**src/rtl/otter_pkg.sv**
```systemverilog
// rtl/otter_pkg.sv - opcode constants and sequencer state type for the OTTER control unit
package otter_pkg;

  localparam logic [6:0] OP_LOAD   = 7'b0000011;
  localparam logic [6:0] OP_STORE  = 7'b0100011;
  localparam logic [6:0] OP_BRANCH = 7'b1100011;
  localparam logic [6:0] OP_SYSTEM = 7'b1110011;
  localparam logic [6:0] OP_OP     = 7'b0110011;
  localparam logic [6:0] OP_IMM    = 7'b0010011;
  localparam logic [6:0] OP_LUI    = 7'b0110111;
  localparam logic [6:0] OP_AUIPC  = 7'b0010111;
  localparam logic [6:0] OP_JAL    = 7'b1101111;
  localparam logic [6:0] OP_JALR   = 7'b1100111;

  typedef enum logic [2:0] {
    ST_INIT,
    ST_FETCH,
    ST_EXEC,
    ST_WB,
    ST_INTR
  } cu_state_t;

endpackage

```
**src/rtl/otter_sync.sv**
```systemverilog
// rtl/otter_sync.sv - multi-flop synchronizer for an asynchronous level input
module otter_sync #(
  parameter int STAGES = 2
) (
  input  logic clk,
  input  logic rst_n,
  input  logic d,
  output logic q
);

  logic [STAGES-1:0] sync_q;
  logic [STAGES-1:0] sync_d;

  always_comb begin
    sync_d = {sync_q[STAGES-2:0], d};
  end

  always_ff @(posedge clk or negedge rst_n) begin
    if (!rst_n) begin
      sync_q <= '0;
    end else begin
      sync_q <= sync_d;
    end
  end

  assign q = sync_q[STAGES-1];

endmodule

```
**src/rtl/otter_cu_fsm.sv**
```systemverilog
// rtl/otter_cu_fsm.sv - OTTER multicycle sequencer: write/read strobes and retired-instruction counter
// Optional interrupt path (synchronizer + ST_INTR) built only when OTTER_INTR_EN is defined.
module otter_cu_fsm
  import otter_pkg::*;
#(
  parameter int CNT_W       = 32,
  parameter int SYNC_STAGES = 2
) (
  input  logic             clk,
  input  logic             rst_n,
  input  logic [6:0]       ir6_0,
  input  logic [2:0]       ir14_12,
  input  logic             intr,
  input  logic             csr_mie,
  input  logic             mem_rdy,
  output logic             pc_write,
  output logic             reg_write,
  output logic             mem_we2,
  output logic             mem_rden1,
  output logic             mem_rden2,
  output logic             csr_we,
  output logic             int_taken,
  output logic             mret_exec,
  output logic [CNT_W-1:0] instret
);

  cu_state_t        state_q, state_d;
  logic [CNT_W-1:0] instret_q, instret_d;
  logic             retire;
  logic             take_intr;

`ifdef OTTER_INTR_EN
  logic intr_s;

  otter_sync #(.STAGES(SYNC_STAGES)) u_intr_sync (
    .clk   (clk),
    .rst_n (rst_n),
    .d     (intr),
    .q     (intr_s)
  );

  assign take_intr = intr_s & csr_mie;
`else
  logic unused_intr;
  assign unused_intr = ^{intr, csr_mie};
  assign take_intr   = 1'b0;
`endif

  always_comb begin
    state_d   = state_q;
    instret_d = instret_q;
    retire    = 1'b0;
    pc_write  = 1'b0;
    reg_write = 1'b0;
    mem_we2   = 1'b0;
    mem_rden1 = 1'b0;
    mem_rden2 = 1'b0;
    csr_we    = 1'b0;
    int_taken = 1'b0;
    mret_exec = 1'b0;

    case (state_q)
      ST_INIT: state_d = ST_FETCH;
      ST_FETCH: begin
        mem_rden1 = 1'b1;
        state_d   = ST_EXEC;
      end
      ST_EXEC: begin
        // Loads defer their register write and retire to ST_WB.
        if (ir6_0 == OP_LOAD) begin
          mem_rden2 = 1'b1;
          state_d   = ST_WB;
        end else begin
          pc_write = 1'b1;
          retire   = 1'b1;
          case (ir6_0)
            OP_STORE: mem_we2 = 1'b1;
            OP_SYSTEM: begin
              if (ir14_12 != 3'b000) begin
                csr_we    = 1'b1;
                reg_write = 1'b1;
              end else begin
                mret_exec = 1'b1;
              end
            end
            OP_OP, OP_IMM, OP_LUI, OP_AUIPC, OP_JAL, OP_JALR: reg_write = 1'b1;
            default: ;
          endcase
        end
      end
      ST_WB: begin
        mem_rden2 = 1'b1;
        if (mem_rdy) begin
          reg_write = 1'b1;
          pc_write  = 1'b1;
          retire    = 1'b1;
        end
      end
`ifdef OTTER_INTR_EN
      ST_INTR: begin
        int_taken = 1'b1;
        pc_write  = 1'b1;
        state_d   = ST_FETCH;
      end
`endif
      default: state_d = ST_INIT;
    endcase

    // Interrupts are only ever entered on an instruction boundary.
    if (retire) begin
      instret_d = instret_q + CNT_W'(1);
      state_d   = take_intr ? ST_INTR : ST_FETCH;
    end
  end

  always_ff @(posedge clk or negedge rst_n) begin
    if (!rst_n) begin
      state_q   <= ST_INIT;
      instret_q <= '0;
    end else begin
      state_q   <= state_d;
      instret_q <= instret_d;
    end
  end

  assign instret = instret_q;

endmodule

```
**config.mk**
```make
export PLATFORM = sky130hd
export DESIGN_NAME = otter_cu_fsm
export DESIGN_NICKNAME = d
export VERILOG_FILES = /design/src/rtl/otter_pkg.sv /design/src/rtl/otter_sync.sv /design/src/rtl/otter_cu_fsm.sv
export SDC_FILE = /design/constraint.sdc
export NUM_CORES = 1
export LEC_CHECK = 0
export BUFFER_PORTS_ARGS = -buffer_cell sky130_fd_sc_hd__buf_2
export CAP_MARGIN = 5
export CORE_UTILIZATION = 32
export CTS_CLUSTER_SIZE = 8
export DETAILED_ROUTE_END_ITERATION = 10
export HOLD_SLACK_MARGIN = 0.02
export PLACE_DENSITY = 0.6
export SYNTH_ARGS = -nofsm -noshare
export SYNTH_HDL_FRONTEND = slang
export SYNTH_SLANG_ARGS = --single-unit
```
**constraint.sdc**
```tcl
create_clock -name clk -period 1.8 [get_ports clk]
set_input_delay 0.36 -clock clk [delete_from_list [all_inputs] [get_ports clk]]
set_output_delay 0.36 -clock clk [all_outputs]
set_load 0.01 [all_outputs]
```
-- Yosys cells after proc, flatten, opt, wreduce, memory -nomap -nowiden
Cells that the tools add are included.
- flip-flop bits (word level): 35
- input port bits: 15
- $add $sub $neg: 1
- reduce and logical (&&, ||, !) cells: 4
- equality and inequality tests: 14
- mux-type cells: 23
- operators by type and width (kind ; count):
    32-bit by 1-bit adder with 32-bit output, second input constant ; 1
    7-bit by 6-bit == test with 1-bit output, second input constant ; 3
    7-bit == test, second input constant ; 3
    1-bit two-way mux ; 16
    7-bit by 5-bit == test with 1-bit output, second input constant ; 2
    3-bit case mux with 4 select lines ; 1
    1-bit case mux with 2 select lines ; 4
    7-bit by 2-bit == test with 1-bit output, second input constant ; 1
    3-bit by 2-bit == test with 1-bit output, second input constant ; 2
    3-bit two-way mux ; 2
    6-bit OR reduction ; 1
    3-bit by 1-bit == test with 1-bit output, second input constant ; 1
    3-bit logical NOT ; 1
    3-bit inequality test, second input constant ; 1
    3-bit nonzero test ; 1
    2-bit inequality test, second input constant ; 1
    2-bit AND reduction ; 1

-- Logic depth before layout (Yosys ltp)
- word-level depth: 5
- mapped depth: 7

-- Worst setup path after synthesis
Ideal clock, no wire load.
- kind: input to output
- start point: input port ir6_0[3]
- end point: output port mret_exec
- path buffers: 0
- required time: 1.440 ns
- cell stages on the path: 4
- setup slack: 0.017 ns
- data arrival time: 1.423 ns
- cells stage by stage: nor4bb_2 -> and2_1 -> nand4_1 -> nor4_1
- cells in the longest elaborated chain, start to end: 4
- elaborated cells between the ends (all ways): 5
- those cells by class: eq/ne (2); mux (3)
- ends and longest elaborated chain (element ; line ; text):
    start, declared ; otter_cu_fsm.sv:11 ; input logic [6:0] ir6_0,
    7-bit == test ; otter_cu_fsm.sv:76 ; case (ir6_0)
    1-bit two-way mux ; otter_cu_fsm.sv:76 ;
    1-bit two-way mux * ; otter_cu_fsm.sv:70 ; if (ir6_0 == OP_LOAD) begin
    1-bit two-way mux * ; otter_cu_fsm.sv:62 ; case (state_q)
    end, declared ; otter_cu_fsm.sv:23 ; output logic mret_exec,
Every way passes the cells marked *; elsewhere a longest branch is shown, timed or not.

-- Final worst setup path
- start point: register state_q[0]
- end point: output port mret_exec
- cells in the longest elaborated chain, start to end: 2
- ends and longest elaborated chain (element ; line ; text):
    start, declared ; otter_cu_fsm.sv:27 ; cu_state_t state_q, state_d;
    start signal, assigned ; otter_cu_fsm.sv:121 ; state_q <= state_d;
    3-bit by 2-bit == test with 1-bit output ; otter_cu_fsm.sv:62 ;
    1-bit two-way mux ; otter_cu_fsm.sv:62 ;
Every way passes these cells.

==> flow_summary.ini <==
[setup_path]
cp_cell_sequence = inv_2 > ha_4 > and2_4 > nand4_1 > nor4_1 > buf_2
start_kind = flip-flop
r2r_end = instret[27]
rrSetupSlack_ns = 0.04
rr_startpoint = state_q[0]
crit_path_max_fanout = 4
crit_type = reg2out
arrival_ns = 1.53
crit_path_max_incr_delay_ns = 0.39
ff2ff_path_depth = 8
cp_data_required_time_ns = 1.44
cpMaxStageDelayCell = dfrtp_1
worst_setup_path_end_kind = output port

[yosys]
yosys_warnings = 0
yosys.area.top_type_share_pct = 44.2
syn_inst = 169
netlist.top_cell.by_area = dfrtp_1
ys_types = 35
yosysMostFrequentCell = dfrtp_1
ys.flop_type = dfrtp_1
async_reset_ff_share_pct = 100
ys_top_cells_by_area = dfrtp_1 (44%), xor2_1 (13%), nor4b_2 (6.2%)
synth.avg_cell_area_um2 = 11.4
ys_seq_elements = 34
synth_edf_count = 0
syn-cell-area_um2 = 1930
ys_seq_area_share_pct = 44.2
ys_top_cells_by_count = dfrtp_1 (34), xor2_1 (28), nand2_1 (15)
synth_fp_nets = 190

[global_route]
first_global_vias = 1453
grt_overflow_total = 0
antenna_found_initial = 0
grt_usage_pct = 14.6
grt_pass1_wl_mm = 7.07
grt_max_degree = 20

[timing]
setup_viol = 4
finalClockSkew_ns = 0.00267
max_freq_ghz = 0.529
fin_crit_sh_pct = 105
hold_viol_final = 0
final.setup.worst_slack_ns = -0.0909
final_max_slew_viol_count = 0
post-route-min-period_ns = 1.89
rsz0062_at_grt = yes

[routing]
ant_nets = 0
vias = 1577
drc = 0
first_pass_iters = 4
post_drt_wl_per_cell_um = 14.3
viasPerCell = 4.99
drt_iter0_markers = 29
drt-total-wl_mm = 4.51

[power_and_ir_drop]
switchingPower_uw = 1250
intPower_uw = 2000
power_density_nw_per_um2 = 1180
vdd_ir_drop_max_mv = 0.920
switching_share_pct = 38.5
clkPwrFrac_pct = 18.2
finalPower_uw = 3250
leakage_uw = 0.00125
combPwrFrac_pct = 51.7
pwr-share-seq_pct = 30.1

[floorplanning]
io_pins = 55
initial_core_util_pct = 34.2
dieArea_um2 = 6340
dieHeight_um = 79.6
num_rows = 27
core_um2 = 5640
dieWidth_um = 79.6

[final_layout]
multi_input_area_um2 = 1210
regArea_um2 = 852
layout-drive-gt1-share_pct = 47.5
n_fill_cell = 502
antennaDiodeCount = 0
syn2layout_area_growth_pct = 43.0
nets = 264
design_area_um2 = 2760

[min_path]
hold_class = in2async

[flow_run]
maxCapViolCount = 0

[placed_design]
dp_slack_ns = -0.0555
place_congestion = 0.720
io_buffers = 51
place_area_um2 = 2360
hpwl_mm = 3.01

[cts]
cts_tree = yes
ctsLongestPathBuffers = 2
clk_latency_ns = 0.29
cts.reportedPaths.clkPinSlew_ns = 0.07
cts.sinks = 34
cts_made_buffers = 5
root_buffer = clkbuf_8
htree_levels = 2
hold_buffers = 0

[outcome]
status = finished with violations
violations = setup timing
[metal layers]
metal  global-route usage [%]  wire [um]  vias up
li1                         -          -      757
met1                     19.2       1990      769
met2                     23.2       2250       49
met3                     4.46        256        2
met4                     3.27         14        0
met5                        0          0        -
[cells by family after synthesis]
logic type	share of synthesized area [%]
compound gates	3.38
xor+xnor	14.1
fa+ha+maj	3.90
buf+inv	2.86
flops	44.2
mux	0.584
other cells	0.195
simple gates	30.8
[through the flow]
step	util, %	std cells	hold WS (ns)	TNS [ns]
6_report	48.8	316	0.00977	-0.229
3_5_place_dp	41.9	301	0.342	-0.0818
2_1_floorplan	-	169	0.0644	0
4_1_cts	45.4	313	0.0337	-0.315
5_1_grt	48.8	316	0.0302	-0.732
3_3_place_gp	41.9	301	0.338	-0.0660
[flip-flops by register name, summed over array words and instances (netlist names)]
signal,count
instret,32
state_q,2
[how the worst max path moves through the flow]
stage	startpoint	endpoint	slack, ns
floorplan	ir6_0[3]	mret_exec	0.02
global placement	ir6_0[3]	mret_exec	-0.04
detailed placement	ir6_0[3]	mret_exec	-0.06
CTS	state_q[0]	mret_exec	-0.16
global route	state_q[0]	reg_write	-0.18
finish	state_q[0]	mret_exec	-0.09
[timing repair]
item,4_1_cts,5_1_grt
pin swaps,6,26
gates resized for setup,15,21
cloned,0,2
setup buffers,4,1
endpoints found under the setup margin,10,28
[critical path: cells and delay by family (launching register included)]
kind	cells	cell delay, ns
fa+ha+maj	1	0.15
buf+inv	2	0.25
simple gates	3	0.46
flops	1	0.39
[layout make-up]
class | count | share of cell area [%]
Clock inverter | 1 | 0.182
Multi-Input combinational cell | 126 | 44.1
Tap cell | 72 | 3.27
Sequential cell | 34 | 30.9
Timing Repair Buffer | 72 | 17.8
Clock buffer | 7 | 3.13
Inverter | 4 | 0.545
[power by group through the flow]
stage | Combinational, uW | Clock (uW) | Sequential, uW
after global routing | 1810 | 646 | 997
after global placement | 1160 | 0 | 984
final | 1680 | 592 | 979
after floorplan | 681 | 0 | 1030
after detailed placement | 1180 | 0 | 989
after CTS | 1320 | 608 | 978
[placed cells by master (no fill, tap or decap), types with 5 or more instances in the layout]
cell type,instances
dfrtp_1,33
nand4_1,5
nor2_1,5
nor4_4,6
buf_2,50
clkbuf_8,6
nor4b_4,8
xor2_1,28
nand2_1,14
nor3_1,6
nand3_1,7
buf_4,16
Note: power is estimated with default switching activity, not from simulation.
